==> config.mk <==
export PLATFORM = sky130hd
export DESIGN_NAME = bank_score_writer
export DESIGN_NICKNAME = d
export VERILOG_FILES = /design/src/rtl/bank_pkg.sv /design/src/rtl/bank_line_max.sv /design/src/rtl/bank_score_writer.sv
export SDC_FILE = /design/constraint.sdc
export NUM_CORES = 1
export LEC_CHECK = 0
export BUFFER_PORTS_ARGS = -buffer_cell sky130_fd_sc_hd__buf_4
export CORE_ASPECT_RATIO = 1.4
export CORE_UTILIZATION = 45
export DETAILED_ROUTE_END_ITERATION = 8
export GPL_ROUTABILITY_DRIVEN = 0
export PLACE_DENSITY = 0.81
export SLEW_MARGIN = 20
export SYNTH_ARGS = -nofsm -noshare
export SYNTH_HDL_FRONTEND = slang
export SYNTH_SLANG_ARGS = --single-unit
==> constraint.sdc <==
create_clock -name clk -period 4.49 [get_ports clk]
set_input_delay 0 -clock clk [delete_from_list [all_inputs] [get_ports clk]]
set_output_delay 0 -clock clk [all_outputs]
set_load 0.005 [all_outputs]
==> src/rtl/bank_pkg.sv <==
// Shared defaults, ASCII constants and FSM encoding
// for the bank score writer.
package bank_pkg;

  localparam int DEPTH_DEF  = 256;
  localparam int ADDR_W_DEF = 8;
  localparam int DATA_W_DEF = 32;

  localparam logic [7:0] CH_0  = 8'h30;
  localparam logic [7:0] CH_9  = 8'h39;
  localparam logic [7:0] CH_LF = 8'h0a;
  localparam logic [7:0] CH_CR = 8'h0d;

  typedef enum logic [1:0] {
    RUN  = 2'd0,
    FULL = 2'd1,
    DONE = 2'd2
  } state_t;

  function automatic logic is_digit(input logic [7:0] b);
    return (b >= CH_0) && (b <= CH_9);
  endfunction

endpackage

==> src/rtl/bank_line_max.sv <==
// Per-line best two-digit tracker; outputs reflect the line
// including the digit presented this cycle.
module bank_line_max
  import bank_pkg::*;
(
  input  logic       clk,
  input  logic       rst_n,
  input  logic [3:0] digit,
  input  logic       digit_valid,
  input  logic       clear,
  output logic [6:0] score,
  output logic       has_digit
);

  logic [3:0] max_prev, max_nxt;
  logic [6:0] best, best_nxt, cand;
  logic       seen, seen_nxt;
  logic       pair, pair_nxt;

  always_comb begin
    cand     = 7'(max_prev) * 7'd10 + 7'(digit);
    best_nxt = best;
    pair_nxt = pair;
    max_nxt  = max_prev;
    seen_nxt = seen;
    if (digit_valid) begin
      if (seen) begin
        pair_nxt = 1'b1;
        if (cand > best) best_nxt = cand;
      end
      if (digit > max_prev) max_nxt = digit;
      seen_nxt = 1'b1;
    end
    score     = pair_nxt ? best_nxt : 7'd0;
    has_digit = seen_nxt;
  end

  always_ff @(posedge clk or negedge rst_n) begin
    if (!rst_n) begin
      max_prev <= '0;
      best     <= '0;
      seen     <= 1'b0;
      pair     <= 1'b0;
    end else if (clear) begin
      max_prev <= '0;
      best     <= '0;
      seen     <= 1'b0;
      pair     <= 1'b0;
    end else begin
      max_prev <= max_nxt;
      best     <= best_nxt;
      seen     <= seen_nxt;
      pair     <= pair_nxt;
    end
  end

endmodule

==> src/rtl/bank_score_writer.sv <==
// Byte-stream handshake, RUN/FULL/DONE control and
// registered score-memory write port.
module bank_score_writer
  import bank_pkg::*;
#(
  parameter int DEPTH  = DEPTH_DEF,
  parameter int ADDR_W = ADDR_W_DEF,
  parameter int DATA_W = DATA_W_DEF
) (
  input  logic              clk,
  input  logic              rst_n,
  input  logic [7:0]        in_data,
  input  logic              in_valid,
  input  logic              in_last,
  output logic              in_ready,
  output logic              wr_en,
  output logic [ADDR_W-1:0] wr_addr,
  output logic [DATA_W-1:0] wr_data,
  output logic [ADDR_W:0]   line_count,
  output logic              done,
  output logic              full,
  output logic              bad_char
);

  localparam logic [ADDR_W:0] LAST_IDX = (ADDR_W+1)'(DEPTH - 1);
  localparam logic [ADDR_W:0] ONE      = (ADDR_W+1)'(1);

  state_t     state, state_nxt;
  logic       active;
  logic       acc, is_dig, is_lf, is_cr, is_bad;
  logic       eol, wr_go, last_wr;
  logic [6:0] score;
  logic       has_digit;

  // active holds in_ready low until the first edge out of reset
  assign in_ready = active && (state == RUN);
  assign done     = (state == DONE);
  assign full     = (state == FULL);

  always_comb begin
    acc     = in_valid && in_ready;
    is_dig  = is_digit(in_data);
    is_lf   = (in_data == CH_LF);
    is_cr   = (in_data == CH_CR);
    is_bad  = !(is_dig || is_lf || is_cr);
    eol     = acc && (is_lf || in_last);
    wr_go   = eol && has_digit;
    last_wr = wr_go && (line_count == LAST_IDX);
    state_nxt = state;
    if (last_wr)
      state_nxt = FULL;
    else if (acc && in_last)
      state_nxt = DONE;
  end

  bank_line_max u_line (
    .clk        (clk),
    .rst_n      (rst_n),
    .digit      (in_data[3:0]),
    .digit_valid(acc && is_dig),
    .clear      (eol),
    .score      (score),
    .has_digit  (has_digit)
  );

  always_ff @(posedge clk or negedge rst_n) begin
    if (!rst_n) begin
      state      <= RUN;
      active     <= 1'b0;
      wr_en      <= 1'b0;
      wr_addr    <= '0;
      wr_data    <= '0;
      line_count <= '0;
      bad_char   <= 1'b0;
    end else begin
      state  <= state_nxt;
      active <= 1'b1;
      wr_en  <= wr_go;
      if (wr_go) begin
        wr_addr    <= line_count[ADDR_W-1:0];
        wr_data    <= DATA_W'(score);
        line_count <= line_count + ONE;
      end
      if (acc && is_bad) bad_char <= 1'b1;
    end
  end

endmodule

==> flow_metrics.py <==
metrics = {
    "power_and_ir_drop": {
        "p_seq_share_pct": 53.9,
        "net-switching-power_uw": 198,
        "clockPowerShare_pct": 32.7,
        "irDropWorstVdd_v": 0.000298,
        "p_per_area_nw_per_um2": 267,
        "switching_share_pct": 26.7,
        "fin_total_pwr_uw": 741,
        "leakagePower_uw": 0.00150,
        "power_frac_comb_pct": 13.3,
        "p_int_uw": 543,
    },
    "critical_path": {
        "crit_type": "register to register",
        "regToRegStartpoint": "u_line.max_prev[1]$_DFFE_PN0P_",
        "crit_family": "adder cells",
        "cp_cell_sequence": "ha_1, ha_1, fa_1, nand2_1, nor2_1, xnor2_1, ha_1, nand4_1, a21oi_1, nor2_1, or4_4, mux2i_1, o21ai_1",
        "startpoint": "u_line.max_prev[1]$_DFFE_PN0P_",
        "critPathRequiredTime_ns": 4.67,
        "rrSetupSlack_ns": 1.04,
        "cp.arrival_ns": 3.63,
        "path_max_fanout": 6,
        "cp_common_cell": "ha_1",
        "crit_slowest_cell": "or4_4",
        "max_stage_delay_ns": 0.59,
        "ff2ff_path_depth": 13,
        "endpoint_kind": "register",
        "cp-start-kind": "register",
        "crit_buf_inv": 0,
        "worstReg2RegEnd": "wr_data[2]$_DFFE_PN0P_",
    },
    "final_layout": {
        "synthToLayoutAreaGrowth_pct": 15.8,
        "final_nets": 325,
        "antenna-diode-count": 0,
        "stdcell_count": 359,
        "drive_gt1_share_pct": 18.1,
    },
    "clock_network": {
        "cts_hold_buf": 2,
        "post_cts_buffers": 0,
        "clk_latency_ns": 0.29,
        "cts_buffer_depth": 2,
        "h-tree-depth": 2,
        "post_cts_resized": 0,
        "cts_root_buf": "clkbuf_8",
        "numCtsBuffers": 5,
        "cts.sinks": 42,
        "clk_pin_slew_ns": 0.08,
        "cts_tree": "done",
    },
    "hold_path": {
        "min_from": "in_data[0]",
        "hold_end": "u_line.max_prev[0]$_DFFE_PN0P_",
        "worstHoldPathType": "input port to register",
        "whs_path_depth": 3,
    },
    "global_route": {
        "track_usage_pct": 18.3,
        "grt_pass1_wl_um": 7970,
        "antenna_found_initial": 0,
        "grt_max_degree": 43,
        "grt_pass1_vias": 1789,
        "gr-total-overflow": 0,
    },
    "drt": {
        "ant_nets": 0,
        "viasPerCell": 4.94,
        "first_iter_violations": 22,
        "wirelength_um": 4710,
        "drc_errors": 0,
        "vias": 1773,
        "dr.pass1.iters": 4,
        "drt-wirelength-per-cell_um": 13.1,
    },
    "timing": {
        "setup-tns-final_ns": 0,
        "setup_viol": 0,
        "fin_crit_ns": 3.45,
        "rsz0062_at_grt": "false",
        "fin_crit_sh_pct": 76.9,
        "maxSlewHeadroom_pct": 65.1,
        "fin_skew_ns": 0.00536,
        "slew_violations": 0,
        "fmax_mhz": 290,
        "tightest_slew_ns": 0.524,
        "hold_ws_ns": 0.0107,
        "hold_viol_final": 0,
    },
    "synthesis": {
        "synth_flop_cell": "dfrtp_1",
        "ys_warn_count": 0,
        "yosys_register_bits": 42,
        "async_flop_share_pct": 100,
        "synth_edf_count": 0,
        "synth_top_area_share_pct": 43.8,
        "synth_top_area_cell": "dfrtp_1",
        "ys_top_cells_by_area": "dfrtp_1, ha_1, buf_4",
        "netlist_area_um2": 2400,
        "synthCells": 247,
        "yosysUniqueCellTypes": 36,
        "synth.avg_cell_area_um2": 9.71,
        "yosysSeqAreaShare_pct": 43.8,
    },
    "floorplanning": {
        "pin_count": 66,
        "initial_utilization_pct": 46.5,
        "core.rowCount": 31,
        "dieArea_um2": 5630,
        "coreArea_um2": 5160,
        "die_w_um": 63.7,
        "die_y_um": 88.4,
    },
    "run": {
        "drv_cap": 0,
    },
    "placed_design": {
        "dpl.hpwl_um": 3570,
        "placed_cells": 349,
        "port_buffers": 40,
    },
    "status": {
        "status": "finished, final reports clean",
    },
}
[sequential cells by signal, summed over array words and instances, names as in the netlist]
| signal | count |
|---|---|
| u_line.max_prev | 4 |
| wr_en | 1 |
| u_line.best | 7 |
| state | 2 |
| line_count | 9 |
| wr_addr | 8 |
| bad_char | 1 |
| active | 1 |
| u_line.seen | 1 |
| u_line.pair | 1 |
| wr_data | 7 |
[metal layers]
layer / wire length, um / part of all wire (%) / GRT usage (%) / vias up
met2: 2640 / 56 / 34.8 / 44
met3: 150 / 3.2 / 2.84 / 10
li1: - / - / - / 859
met4: 101 / 2.1 / 8.88 / 0
met5: 0 / 0 / 0 / -
met1: 1820 / 39 / 19.5 / 860
[cell usage after synthesis (3+ instances only)]
library cell  instances
a21o_1                3
a21oi_1               7
buf_4                25
dfrtp_1              42
ha_1                 19
inv_1                11
mux2i_1              11
nand2_1              42
nand3_1               4
nand4_1               8
nor2_1               23
o21ai_0               4
o21ai_1               7
xnor2_1              10
[logic make-up after synthesis]
logic type	share of synthesized area, %
muxes	4.59
DFF	43.8
xor gates and xnor gates	4.38
AOI/OAI and AO/OA	6.83
other	0.313
buffers and inverters	10.9
and+or+nand+nor	17.2
adders and majority gates	12.0
[cell usage in the layout, fill, tap and decap left out, drive strengths merged]
cell type / Yosys / routed
nand2: 43 / 43
dfrtp: 42 / 42
buf: 28 / 42
conb: 2 / 26
nor2: 23 / 23
ha: 19 / 19
inv: 11 / 11
mux2i: 11 / 11
o21ai: 11 / 11
xnor2: 10 / 10
nand4: 8 / 8
a21oi: 7 / 7
clkbuf: 2 / 6
nand3: 4 / 4
a21o: 3 / 3
clkinv: 1 / 3
xor2: 2 / 2
nand3b: 2 / 2
nor2b: 2 / 2
and3: 2 / 2
o21a: 2 / 2
fa: 2 / 2
dlygate4sd3: 0 / 2
nor3b: 2 / 2
a41oi: 1 / 1
or4: 1 / 1
and2b: 1 / 1
maj3: 1 / 1
and2: 1 / 1
o2111ai: 1 / 1
a31o: 1 / 1
o211a: 1 / 1
[area by class of cell]
class,count,area [um^2]
fill,445,2380
multi-input combinational,187,1180
sequential,42,1050
timing repair buffer,44,335
tap,66,82.6
clock buffer,6,72.6
inverter,12,45.0
clock inverter,2,13.8
[worst reg2reg max path, cell delays in order (launching register included)]
cell and delay, ns:
dfrtp_1 0.44, ha_1 0.32, ha_1 0.21, fa_1 0.51, nand2_1 0.06, nor2_1 0.11
xnor2_1 0.09, ha_1 0.36, nand4_1 0.12, a21oi_1 0.13, nor2_1 0.07, or4_4 0.59
mux2i_1 0.23, o21ai_1 0.11
[power groups by stage]
| stage | combinational (uW) | sequential, uW | clock (uW) |
|---|---|---|---|
| CTS | 99.7 | 400 | 247 |
| global route | 115 | 401 | 261 |
| floorplan | 72.1 | 405 | 0 |
| global placement | 95.6 | 407 | 0 |
| detailed placement | 98.0 | 407 | 0 |
| finish | 98.8 | 399 | 243 |
[how the worst max path moves through the flow]
stage | to | slack, ns | cells after the start
2_1_floorplan | wr_data[0]$_DFFE_PN0P_ | 1.21 | 14
3_3_place_gp | wr_data[4]$_DFFE_PN0P_ | 1.15 | 13
3_5_place_dp | wr_data[2]$_DFFE_PN0P_ | 1.01 | 13
4_1_cts | wr_data[2]$_DFFE_PN0P_ | 1.03 | 13
5_1_grt | wr_data[3]$_DFFE_PN0P_ | 0.75 | 13
6_report | wr_data[2]$_DFFE_PN0P_ | 1.04 | 13
[metrics by stage]
stage	worst slack, ns	instance area, um^2	util [%]
final	1.04	2780	53.8
after global routing	0.745	2780	53.8
after CTS	1.03	2780	53.8
after detailed placement	1.01	2670	51.8
after global placement	1.15	2670	51.8
after floorplan	1.21	2490	-
Note: power is estimated with default switching activity, not from simulation.
